## config.mk

```make
export PLATFORM = sky130hd
export DESIGN_NAME = seq_detector_param
export DESIGN_NICKNAME = d
export VERILOG_FILES = /design/src/rtl/seq_detector_param.sv
export SDC_FILE = /design/constraint.sdc
export NUM_CORES = 1
export LEC_CHECK = 0
export ABC_CLOCK_PERIOD_IN_PS = 3100
export BUFFER_PORTS_ARGS = -buffer_cell sky130_fd_sc_hd__buf_2
export CORE_AREA = 3 3 40 42
export CTS_BUF_LIST = sky130_fd_sc_hd__clkbuf_4 sky130_fd_sc_hd__clkbuf_8
export DETAILED_ROUTE_END_ITERATION = 12
export DIE_AREA = 0 0 43 45
export PLACE_DENSITY = 0.79
export SLEW_MARGIN = 20
export SYNTH_ARGS = -nofsm -noshare
export SYNTH_HDL_FRONTEND = slang
export SYNTH_SLANG_ARGS = --single-unit
```

## constraint.sdc

```tcl
create_clock -name clk -period 3.1 [get_ports clk]
set_clock_uncertainty 0.15 [all_clocks]
set_input_delay 0.31 -clock clk [delete_from_list [all_inputs] [get_ports clk]]
set_output_delay 0.31 -clock clk [all_outputs]
set_load 0.03 [all_outputs]
```

## src/rtl/seq_detector_param.sv

```systemverilog
// seq_detector_param: serial pattern detector with overlapping/non-overlapping match modes.
// Optional saturating match counter is built when SEQDET_COUNT_EN is defined.
module seq_detector_param #(
   parameter int PAT_W = 4,
   parameter int CNT_W = 8
) (
   input  logic             clk,
   input  logic             rst,
   input  logic             in,
   input  logic             in_valid,
   input  logic             load,
   input  logic [PAT_W-1:0] pattern,
   input  logic             overlap,
   output logic             detect,
   output logic [CNT_W-1:0] match_count
);
   localparam int FW = $clog2(PAT_W + 1);
   localparam logic [FW-1:0] FULL = FW'(PAT_W);
   typedef enum logic [1:0] {IDLE, HUNT, HIT} state_t;
   state_t state, state_n;
   logic [PAT_W-1:0] pat, pat_n, hist, hist_n, shifted;
   logic [FW-1:0] fill, fill_n, fill_inc;
   logic consume, match;
   assign shifted  = {hist[PAT_W-2:0], in};
   assign fill_inc = (fill == FULL) ? FULL : fill + 1'b1;
   assign consume  = !load && state != IDLE && in_valid;
   assign match    = consume && shifted == pat && fill_inc == FULL;
   always_ff @(posedge clk or negedge rst) begin
      if (!rst) begin
         state  <= IDLE;
         pat    <= '0;
         hist   <= '0;
         fill   <= '0;
         detect <= 1'b0;
      end else begin
         state  <= state_n;
         pat    <= pat_n;
         hist   <= hist_n;
         fill   <= fill_n;
         detect <= state_n == HIT;
      end
   end
   always_comb begin
      state_n = state;
      pat_n   = pat;
      hist_n  = hist;
      fill_n  = fill;
      if (load) begin
         state_n = HUNT;
         pat_n   = pattern;
         hist_n  = '0;
         fill_n  = '0;
      end else if (consume) begin
         state_n = match ? HIT : HUNT;
         hist_n  = shifted;
         // non-overlap restarts the fill so the next match needs PAT_W fresh bits
         fill_n  = (match && !overlap) ? '0 : fill_inc;
      end else if (state == HIT) begin
         state_n = HUNT;
      end
   end
`ifdef SEQDET_COUNT_EN
   logic [CNT_W-1:0] cnt;
   always_ff @(posedge clk or negedge rst) begin
      if (!rst) cnt <= '0;
      else if (match && !(&cnt)) cnt <= cnt + 1'b1;
   end
   assign match_count = cnt;
`else
   assign match_count = '0;
`endif
endmodule

```

==> metrics.md, run 1 <==
| Metric | Value |
|---|---|
| Max capacitance violation total | 0 |
| Post-DR vias/cell | 5.191 |
| Initial core utilization | 53.16% |
| Antenna violations before repair | 0 |
| CP endpoint | fill[2]$_DFFE_PN0P_ |
| Hold Path Class | primary input to flop |
| Largest incremental delay on the critical path | 540 ps |
| DR top layer | met4 |
| Largest buffer count on any clock path | 2 |
| Total congestion overflow after global routing | 0 |
| I/O pin count | 19 |
| Sequential-to-total area share from yosys stat | 47.62% |
| Post-layout minimum cycle time | 2040 ps |
| Fin crit share | 65.80% |
| H-tree depth reported by CTS | 1 |
| Root Buffer Master | sky130_fd_sc_hd__clkbuf_4 |
| Minimum setup slack among reg-to-reg paths | 1060 ps |
| Largest net degree at the start of global routing | 14 |
| Power per cell area | 472.5 nW/µm² |
| Critical path origin | fill[0]$_DFFE_PN0P_ |
| Cell accounting for the most synthesized area | sky130_fd_sc_hd__dfrtp_1 |
| Run status | completed |
| Cell breakdown of the critical path | inv_1 -> ha_1 -> or4_4 -> o311a_1 -> o22a_1 |
| Clock buffers created by TritonCTS | 3 |
| Finish-stage setup viols | 0 |
| Worst Reg2Reg Path Length in Cells | 5 |
| Area enclosed by the die boundary | 1935 µm² |
| Number of warnings issued by yosys | 0 |
| Number of different library cells in the post-synthesis netlist | 27 |
| Final-report max-slew violation count | 0 |
| Cell area after synthesis | 683.2 µm² |
| Resized cells post-CTS | 0 |
| WL/cell | 13.35 µm |
| Iteration-0 DRC Markers | 4 |
| Global-route wire length before repair | 2132 µm |
| Height of the die | 45 µm |
| Met2 Routed Length | 623 µm |
| WP data required | 3120 ps |
| Overall Global Routing Usage | 15.97% |
| Clock transition at the register clock pins on the worst setup and hold paths after CTS | 80 ps |
| Cell count along the critical path | 5 |
| Crit Path Class | flop to flop |
| Highest attainable clock frequency | 490.2 MHz |
| Worst R2R Start | fill[0]$_DFFE_PN0P_ |
| Area used by multi-input combinational logic | 309.0 µm² |
| Insertion delay of the later-clocked pin in the worst-skew pair | 280 ps |
| Launching element type of the critical path | flop |
| Met3 wire length | 71 µm |
| Total buffers and inverters traversed by the critical path | 1 |
| Worst path slowest cell | sky130_fd_sc_hd__or4_4 |
| VDD IR-drop max | 0.2990 mV |
| Cells taking the most area after synthesis | sky130_fd_sc_hd__dfrtp_1 48%, sky130_fd_sc_hd__buf_4 8.8%, sky130_fd_sc_hd__mux2_2 6.6%, sky130_fd_sc_hd__a22o_1 6.4%, sky130_fd_sc_hd__xor2_1 3.8% |
| Number of antenna-violating nets in the routed design | 0 |
| Count of fill cells added during filler insertion | 111 |
| Arrival time reported for the critical path endpoint | 2050 ps |
| Capture point of the worst reg-to-reg path | fill[2]$_DFFE_PN0P_ |
| Type of element capturing the critical path | flop |
| Top-area cell type share of the netlist area | 47.62% |
| Post-layout total power | 0.3565 mW |
| Clock Sink Count | 13 |
| Wirelength, routed | 1188 µm |
| Iteration count of the initial detailed-routing pass | 2 |
| Via count of the first global-routing pass | 504 |
| Final nets | 87 |
| Fraction of final layout cells with drive strength greater than 1 | 27.03% |
| Number of remaining DRC errors | 0 |
| #FFs+latches synth | 13 |
| Synthesized instance count | 61 |
| Area added between synthesis and finish | 10.44% |
| Sequential standard cell area | 325.3 µm² |
| TritonCTS clock tree | yes |
| Post-Route M1 WL | 452 µm |
| PortBufs | 10 |
| Global placer's final weighted congestion | 0.7521 |
| Leakage power | 0.3767 nW |
| Setup tns final | 0 ps |
| Via count | 462 |
| Hold Violations, Final | 0 |
| Cell class contributing the biggest share of worst-path delay | simple AND/OR/NAND/NOR gates |
| Core area | 1285 µm² |
| Number of diodes added for antenna fixing | 0 |
| Syn avg cell area | 11.20 µm² |
| RSZ-0062 raised after global routing | false |
| Critical path peak fanout | 4 |
| Die width | 43 µm |
| Std cell rows | 13 |
[placed cells by master (no fill, tap or decap), types with 3 or more instances in the layout]
cell and n:
sky130_fd_sc_hd__a22o_1 5, sky130_fd_sc_hd__buf_2 10, sky130_fd_sc_hd__clkbuf_4 4, sky130_fd_sc_hd__conb_1 8, sky130_fd_sc_hd__dfrtp_1 13, sky130_fd_sc_hd__inv_1 3, sky130_fd_sc_hd__mux2_2 4, sky130_fd_sc_hd__xor2_1 3
[report_power, final]
group / switching (mW) / internal [mW]
Clock: 0.0542 / 0.0587
Combinational: 0.0352 / 0.0233
Sequential: 0.00682 / 0.178
[worst min path at each step]
| stage | depth (start not counted) | slack (ps) | end | from |
|---|---|---|---|---|
| CTS | 2 | 100 | pat[0]$_DFFE_PN0P_ | pattern[0] |
| global route | 2 | 110 | pat[1]$_DFFE_PN0P_ | pattern[1] |
| detailed placement | 1 | 60 | state[0]$_DFF_PN0_ | rst |
| finish | 2 | 100 | pat[0]$_DFFE_PN0P_ | pattern[0] |
| floorplan | 0 | -140 | detect$_DFF_PN0_ | rst |
| global placement | 1 | 50 | pat[0]$_DFFE_PN0P_ | rst |
[per-stage QoR]
stage | cell area (µm²) | util, % | instances | setup WS, ps | hold WS [ps]
2_1_floorplan | 709.4 | - | 68 | 1135 | -135.6
3_3_place_gp | 714.4 | 55.60 | 84 | 1109 | 54.56
5_1_grt | 754.5 | 58.71 | 89 | 988.5 | 105.2
6_report | 754.5 | 58.71 | 89 | 1060 | 102.2
3_5_place_dp | 714.4 | 55.60 | 84 | 1070 | 60.13
4_1_cts | 754.5 | 58.71 | 89 | 1057 | 98.29
[worst register-to-register path, cell delays in order (launching register included)]
cell	delay (ps)
sky130_fd_sc_hd__dfrtp_1	390
sky130_fd_sc_hd__inv_1	60
sky130_fd_sc_hd__ha_1	320
sky130_fd_sc_hd__or4_4	540
sky130_fd_sc_hd__o311a_1	300
sky130_fd_sc_hd__o22a_1	170
[routing by layer]
layer	up-vias	GRT usage (%)
met1	215	16.62
li1	226	-
met5	-	0
met4	0	12.65
met3	5	3.586
met2	16	27.84
[flip-flops by register name, summed over array words and instances, names as in the netlist]
signal  cells
state       2
fill        3
hist        3
detect      1
pat         4
[logic make-up after synthesis]
logic type / count (synthesis) / share of synthesized area [%]
fa+ha+maj: 2 / 3.662
compound gates: 13 / 14.84
mux: 4 / 6.593
xor+xnor: 4 / 5.129
simple gates: 12 / 10.62
buf+inv: 12 / 10.99
other cells: 1 / 0.5489
flops: 13 / 47.62
[cell usage after synthesis]
| cell type | count |
|---|---|
| sky130_fd_sc_hd__nor4_1 | 2 |
| sky130_fd_sc_hd__o21ai_1 | 1 |
| sky130_fd_sc_hd__nand2b_1 | 1 |
| sky130_fd_sc_hd__mux2_2 | 4 |
| sky130_fd_sc_hd__nor2b_1 | 1 |
| sky130_fd_sc_hd__buf_4 | 8 |
| sky130_fd_sc_hd__and3b_1 | 1 |
| sky130_fd_sc_hd__clkbuf_1 | 1 |
| sky130_fd_sc_hd__inv_1 | 3 |
| sky130_fd_sc_hd__a21o_1 | 1 |
| sky130_fd_sc_hd__o31a_1 | 1 |
| sky130_fd_sc_hd__o31ai_1 | 1 |
| sky130_fd_sc_hd__ha_1 | 2 |
| sky130_fd_sc_hd__a22o_1 | 5 |
| sky130_fd_sc_hd__xor2_1 | 3 |
| sky130_fd_sc_hd__or2_2 | 1 |
| sky130_fd_sc_hd__xnor2_1 | 1 |
| sky130_fd_sc_hd__o22a_1 | 1 |
| sky130_fd_sc_hd__a21oi_1 | 2 |
| sky130_fd_sc_hd__nor2_1 | 2 |
| sky130_fd_sc_hd__nand2_1 | 1 |
| sky130_fd_sc_hd__conb_1 | 1 |
| sky130_fd_sc_hd__o311a_1 | 1 |
| sky130_fd_sc_hd__nor3_1 | 1 |
| sky130_fd_sc_hd__or4_4 | 1 |
| sky130_fd_sc_hd__dfrtp_1 | 13 |
| sky130_fd_sc_hd__nand3_1 | 1 |
[timing repair]
action | CTS | global route
endpoints found under the setup margin | 0 | 0
setup buffers | 0 | 0
hold endpoints to repair | 13 | 0
hold buffers | 1 | 0
[layout make-up]
class	count	share of cell area (%)
timing repair buffer	11	7.960
clock buffer	4	3.980
sequential	13	43.12
multi-input combinational	43	40.96
tap	15	2.488
inverter	3	1.493
Power figures use the tool's default switching activity.
==> inputs of run 2 (changes only) <==
--- a/config.mk
+++ b/config.mk
@@ -5,13 +5,13 @@
 export SDC_FILE = /design/constraint.sdc
 export NUM_CORES = 1
 export LEC_CHECK = 0
-export ABC_CLOCK_PERIOD_IN_PS = 3100
+export ABC_CLOCK_PERIOD_IN_PS = 1740
 export BUFFER_PORTS_ARGS = -buffer_cell sky130_fd_sc_hd__buf_2
-export CORE_AREA = 3 3 40 42
+export CORE_MARGIN = 3
+export CORE_UTILIZATION = 47
 export CTS_BUF_LIST = sky130_fd_sc_hd__clkbuf_4 sky130_fd_sc_hd__clkbuf_8
 export DETAILED_ROUTE_END_ITERATION = 12
-export DIE_AREA = 0 0 43 45
-export PLACE_DENSITY = 0.79
+export PLACE_DENSITY = 0.76
 export SLEW_MARGIN = 20
 export SYNTH_ARGS = -nofsm -noshare
 export SYNTH_HDL_FRONTEND = slang
==> constraint.sdc (replaced) <==
create_clock -name clk -period 1.74 [get_ports clk]
set_clock_uncertainty 0.15 [all_clocks]
set_input_delay 0.174 -clock clk [delete_from_list [all_inputs] [get_ports clk]]
set_output_delay 0.174 -clock clk [all_outputs]
set_load 0.03 [all_outputs]
==> run 2 against run 1 <==
Against the previous run:
- the run now ends with negative setup slack left
- clock-buffer cell count stayed put
- wire length grew 10%
- via count up 12%
- highest routed layer unchanged
- non-clock buffer count is 12 higher
- total power is 86% higher
- die area grew 0.62%
- first-iteration DRC count grew to 3.0 times the previous value
- flip-flop and latch count unchanged
==> metrics.md, run 2 (same netlist as run 1, synthesis figures left out) <==
| Metric | Value |
|---|---|
| Largest net degree at the start of global routing | 14 |
| PnR worst setup slack | -53.14 ps |
| Setup slack after placement | -119.5 ps |
| Total buffers and inverters traversed by the critical path | 0 |
| Area added between synthesis and finish | 28.57% |
| Setup tns final | -53.14 ps |
| Clock transition at the register clock pins on the worst setup and hold paths after CTS | 80 ps |
| Fin crit share | 103.1% |
| Count of non-filler cells in the finished layout | 101 |
| Number of remaining DRC errors | 0 |
| RSZ-0062 raised after global routing | true |
| Max capacitance violation total | 0 |
| Crit Path Class | flop to flop |
| Number of diodes added for antenna fixing | 0 |
| Type of element capturing the critical path | flop |
| Highest attainable clock frequency | 557.7 MHz |
| Core area | 1334 µm² |
| WL/cell | 12.95 µm |
| Total congestion overflow after global routing | 0 |
| Hold Violations, Final | 0 |
| Placed Cells incl. Taps | 90 |
| Cell breakdown of the critical path | xor2_1 -> or4_4 -> o311a_1 -> o22a_1 |
| TritonCTS clock tree | yes |
| Fraction of final layout cells with drive strength greater than 1 | 37.21% |
| Root Buffer Master | sky130_fd_sc_hd__clkbuf_4 |
| Hold Path Class | primary input to flop |
| Critical path peak fanout | 2 |
| Post-DP HPWL | 903.8 µm |
| Largest buffer count on any clock path | 2 |
| Via count of the first global-routing pass | 512 |
| Height of the die | 44.13 µm |
| Largest incremental delay on the critical path | 540 ps |
| Number of antenna-violating nets in the routed design | 0 |
| Overall Global Routing Usage | 14.60% |
| Initial core utilization | 51.22% |
| Launching element type of the critical path | flop |
| VDD IR-drop max | 0.4400 mV |
| Largest Register | pat |
| Std cell rows | 13 |
| Leakage power | 0.4320 nW |
| Violations in the final reports | negative setup slack |
| Arrival time reported for the critical path endpoint | 1820 ps |
| Iteration-0 DRC Markers | 12 |
| Leading cell types in the layout, fill and taps excluded | 13 x sky130_fd_sc_hd__dfrtp_1, 10 x sky130_fd_sc_hd__buf_2, 8 x sky130_fd_sc_hd__conb_1, 7 x sky130_fd_sc_hd__buf_4, 6 x sky130_fd_sc_hd__dlygate4sd3_1 |
| Clock buffers created by TritonCTS | 3 |
| Area enclosed by the die boundary | 1947 µm² |
| Cell class contributing the biggest share of worst-path delay | simple AND/OR/NAND/NOR gates |
| Final-report max-slew violation count | 0 |
| Top Registers | pat x4, fill x3, hist x3 |
| Finish-stage setup viols | 1 |
| PortBufs | 10 |
| I/O pin count | 19 |
| Via count | 519 |
| Run status | complete, but fails checks |
| Insertion delay of the later-clocked pin in the worst-skew pair | 280 ps |
| Worst path slowest cell | sky130_fd_sc_hd__or4_4 |
| Antenna violations before repair | 0 |
| WP data required | 1760 ps |
| Global placer's final weighted congestion | 0.7224 |
| Iteration count of the initial detailed-routing pass | 4 |
| Global-route wire length before repair | 2056 µm |
| Leading cell type in the layout, fill and taps excluded | sky130_fd_sc_hd__dfrtp_1 |
| Max reg flops | 4 |
| Clock Sink Count | 13 |
| Wirelength, routed | 1308 µm |
| Power per cell area | 755.7 nW/µm² |
| H-tree depth reported by CTS | 1 |
| Final nets | 99 |
| Minimum hold slack | 17.36 ps |
| Post-DR vias/cell | 5.139 |
| Die width | 44.13 µm |
| Post-layout minimum cycle time | 1793 ps |
[run 2: cell count changes in the layout (fill, tap and decap cells not counted), sizes merged]
cell,delta
buf,+7
dlygate4sd3,+5
[run 2: worst paths after layout]
path	to	cells after the start	slack (ps)	start
worst max-delay path	fill[2]$_DFFE_PN0P_	4	-50	pat[2]$_DFFE_PN0P_
worst min-delay path	hist[0]$_DFFE_PN0P_	2	20	in
worst max register to register	fill[2]$_DFFE_PN0P_	4	-50	pat[2]$_DFFE_PN0P_
worst min register to register	pat[1]$_DFFE_PN0P_	1	380	pat[1]$_DFFE_PN0P_
max in group asynchronous	pat[3]$_DFFE_PN0P_	2	1060	rst
min in group asynchronous	fill[0]$_DFFE_PN0P_	2	150	rst
[run 2: routing by layer]
metal	routed length, µm	up-vias	track usage (%)
met2	654	20	24.42
met4	6	0	3.614
li1	-	252	-
met5	0	-	0
met3	80	2	7.317
met1	566	245	16.54
[run 2: stage by stage]
| stage | util [%] | instance area [µm²] | total power, mW |
|---|---|---|---|
| global placement | 57.88 | 772.0 | 0.4573 |
| detailed placement | 57.88 | 772.0 | 0.4592 |
| global route | 65.85 | 878.3 | 0.6965 |
| CTS | 64.63 | 862.1 | 0.6680 |
| finish | 65.85 | 878.3 | 0.6638 |
| floorplan | - | 721.9 | 0.4300 |
[run 2: area by class of cell]
class / instances / area [µm²]
Clock buffer: 4 / 30.03
Fill cell: 107 / 455.4
Inverter: 3 / 11.26
Multi-Input combinational cell: 43 / 330.3
Sequential cell: 13 / 325.3
Tap cell: 15 / 18.77
Timing Repair Buffer: 23 / 162.7
[run 2: power breakdown]
group          total [mW]  internal, mW  leakage, nW  switching (mW)
sequential          0.328         0.318        0.165          0.0106
clock               0.199         0.105       0.0184          0.0944
combinational       0.137        0.0639        0.249          0.0727
[run 2: what timing repair did]
action | in CTS | in global routing
hold buffers | 6 | 0
pin swaps | 1 | 1
endpoints found under the hold margin | 18 | 0
buffers inserted | 0 | 1
gates resized for setup | 0 | 2
setup endpoints to repair | 1 | 3
==> inputs of run 3 (changes only) <==
--- a/config.mk
+++ b/config.mk
@@ -7,11 +7,11 @@
 export LEC_CHECK = 0
 export ABC_CLOCK_PERIOD_IN_PS = 1740
 export BUFFER_PORTS_ARGS = -buffer_cell sky130_fd_sc_hd__buf_2
-export CORE_MARGIN = 3
 export CORE_UTILIZATION = 47
 export CTS_BUF_LIST = sky130_fd_sc_hd__clkbuf_4 sky130_fd_sc_hd__clkbuf_8
 export DETAILED_ROUTE_END_ITERATION = 12
 export PLACE_DENSITY = 0.76
+export SETUP_SLACK_MARGIN = 0.3
 export SLEW_MARGIN = 20
 export SYNTH_ARGS = -nofsm -noshare
 export SYNTH_HDL_FRONTEND = slang
==> run 3 against run 2 <==
Against the previous run:
- the flow still finishes with violations (negative setup slack)
- non-clock buffer count is 2 higher
- critical path type unchanged
- core utilization is 2.6 points higher
- largest cell class unchanged
- design area is 4.0% higher
- critical endpoint unchanged
==> metrics.md, run 3 (same netlist as run 1, synthesis figures left out) <==
| Metric | Value |
|---|---|
| Iteration count of the initial detailed-routing pass | 4 |
| Final-report max-slew violation count | 0 |
| Leakage power | 0.4451 nW |
| Core area | 1334 µm² |
| Critical path peak fanout | 2 |
| Violations in the final reports | negative setup slack |
| I/O pin count | 19 |
| Clock transition at the register clock pins on the worst setup and hold paths after CTS | 80 ps |
| Die width | 40.13 µm |
| Final nets | 101 |
| Largest Register | pat |
| WL/cell | 12.84 µm |
| Number of antenna-violating nets in the routed design | 0 |
| Root Buffer Master | sky130_fd_sc_hd__clkbuf_4 |
| Largest incremental delay on the critical path | 420 ps |
| Worst Reg2Reg Path Length in Cells | 5 |
| Crit Path Class | flop to flop |
| Insertion delay of the later-clocked pin in the worst-skew pair | 280 ps |
| Power per cell area | 749.5 nW/µm² |
| Area enclosed by the die boundary | 1610 µm² |
| Clock Sink Count | 13 |
| Leading cell types in the layout, fill and taps excluded | 13 x sky130_fd_sc_hd__dfrtp_1, 10 x sky130_fd_sc_hd__buf_2, 8 x sky130_fd_sc_hd__conb_1, 7 x sky130_fd_sc_hd__dlygate4sd3_1, 6 x sky130_fd_sc_hd__buf_4 |
| Initial core utilization | 51.22% |
| Leading cell type in the layout, fill and taps excluded | sky130_fd_sc_hd__dfrtp_1 |
| Max reg flops | 4 |
| Height of the die | 40.13 µm |
| Largest net degree at the start of global routing | 14 |
| Minimum setup slack among reg-to-reg paths | -60 ps |
| Type of element capturing the critical path | flop |
| CP endpoint | fill[2]$_DFFE_PN0P_ |
| Clock buffers created by TritonCTS | 3 |
| Via count of the first global-routing pass | 480 |
| Overall Global Routing Usage | 19.88% |
| RSZ-0062 raised after global routing | true |
| Highest attainable clock frequency | 555.8 MHz |
| Area added between synthesis and finish | 33.70% |
| Post-DP HPWL | 866.7 µm |
| Via count | 524 |
| Top Registers | pat x4, fill x3, hist x3 |
| Antenna violations before repair | 0 |
| Hold Violations, Final | 0 |
| Count of fill cells added during filler insertion | 110 |
| Std cell rows | 13 |
| Post-layout minimum cycle time | 1799 ps |
| Worst path slowest cell | sky130_fd_sc_hd__dfrtp_1 |
| Cell breakdown of the critical path | inv_2 -> ha_4 -> or4_4 -> o311a_1 -> o22a_1 |
| Capture point of the worst reg-to-reg path | fill[2]$_DFFE_PN0P_ |
| Iteration-0 DRC Markers | 7 |
| Wirelength, routed | 1323 µm |
| Minimum hold slack | 92.05 ps |
| Fin crit share | 103.4% |
| TritonCTS clock tree | yes |
| Global placer's final weighted congestion | 0.7204 |
| WP data required | 1770 ps |
| Total congestion overflow after global routing | 0 |
| Critical path origin | fill[0]$_DFFE_PN0P_ |
| Fraction of final layout cells with drive strength greater than 1 | 37.50% |
| PortBufs | 10 |
| H-tree depth reported by CTS | 1 |
| Launching element type of the critical path | flop |
| Hold Path Class | primary input to flop |
| Post-DR vias/cell | 5.087 |
| PnR worst setup slack | -59.17 ps |
| Run status | complete, but fails checks |
| Global-route wire length before repair | 2014 µm |
| Largest buffer count on any clock path | 2 |
| Number of diodes added for antenna fixing | 0 |
| VDD IR-drop max | 0.6071 mV |
| Post-layout total power | 0.6846 mW |
| Max capacitance violation total | 0 |
| Arrival time reported for the critical path endpoint | 1830 ps |
| Worst R2R Start | fill[0]$_DFFE_PN0P_ |
| Number of remaining DRC errors | 0 |
| Finish-stage setup viols | 1 |
==> run 3: changes by cell type in the layout (fill, tap and decap cells not counted), sizes merged <==
cell	change
dlygate4sd3	+1
buf	+1
==> run 3: timing repair <==
action / 4_1_cts / 5_1_grt
buffers inserted: 3 / 0
hold buffers: 7 / 0
resized for setup: 4 / 1
pin swaps: 5 / 2
setup endpoints to repair: 4 / 4
hold endpoints to repair: 19 / 0
==> run 3: how the worst min path moves through the flow <==
stage,start,end,slack (ps),cells past startpoint
after detailed placement,rst,fill[0]$_DFFE_PN0P_,-70,1
after floorplan,rst,detect$_DFF_PN0_,-270,0
final,load,state[0]$_DFF_PN0_,90,2
after global routing,load,state[1]$_DFF_PN0_,120,2
after global placement,rst,fill[0]$_DFFE_PN0P_,-70,1
after CTS,load,state[0]$_DFF_PN0_,70,2
==> run 3: report_power, final <==
group | internal (mW) | switching [mW] | total, mW
combinational | 0.0709 | 0.0748 | 0.146
sequential | 0.318 | 0.0127 | 0.330
clock | 0.105 | 0.104 | 0.209
total | 0.493 | 0.191 | 0.685
==> run 3: layout make-up <==
cell class	count	area, µm²	area share [%]
Clock buffer	4	30.03	3.288
Inverter	3	11.26	1.233
Multi-Input combinational cell	43	340.3	37.26
Sequential cell	13	325.3	35.62
Tap cell	15	18.77	2.055
Timing Repair Buffer	25	187.7	20.55
==> run 3: worst max-delay path, delay by kind of cell (launching register included) <==
family | cells | cell delay (ps)
buffers and inverters | 1 | 80
AO/OA/AOI/OAI | 2 | 450
flip-flops | 1 | 420
AND/OR/NAND/NOR | 1 | 410
adder cells (fa/ha/maj) | 1 | 190
==> run 3: through the flow <==
step	util, %	instance area (µm²)	cells	setup slack [ps]	setup TNS [ps]
floorplan	-	721.9	68	-78.46	-78.46
global placement	57.32	764.5	89	-89.98	-89.98
detailed placement	57.32	764.5	89	-115.1	-115.1
CTS	68.01	907.1	103	-62.33	-62.33
global route	68.48	913.4	103	-122.0	-178.9
finish	68.48	913.4	103	-59.17	-59.17
==> run 3: routing by layer <==
layer  part of all wire [%]  up-vias  routed length (µm)  track usage, %
met5                      0        -                   0               0
met4                    2.0        0                  27           7.759
met3                    3.5        3                  46           3.333
met2                     51       18                 678           35.89
met1                     43      249                 571           23.00
li1                       -      254                   -               -
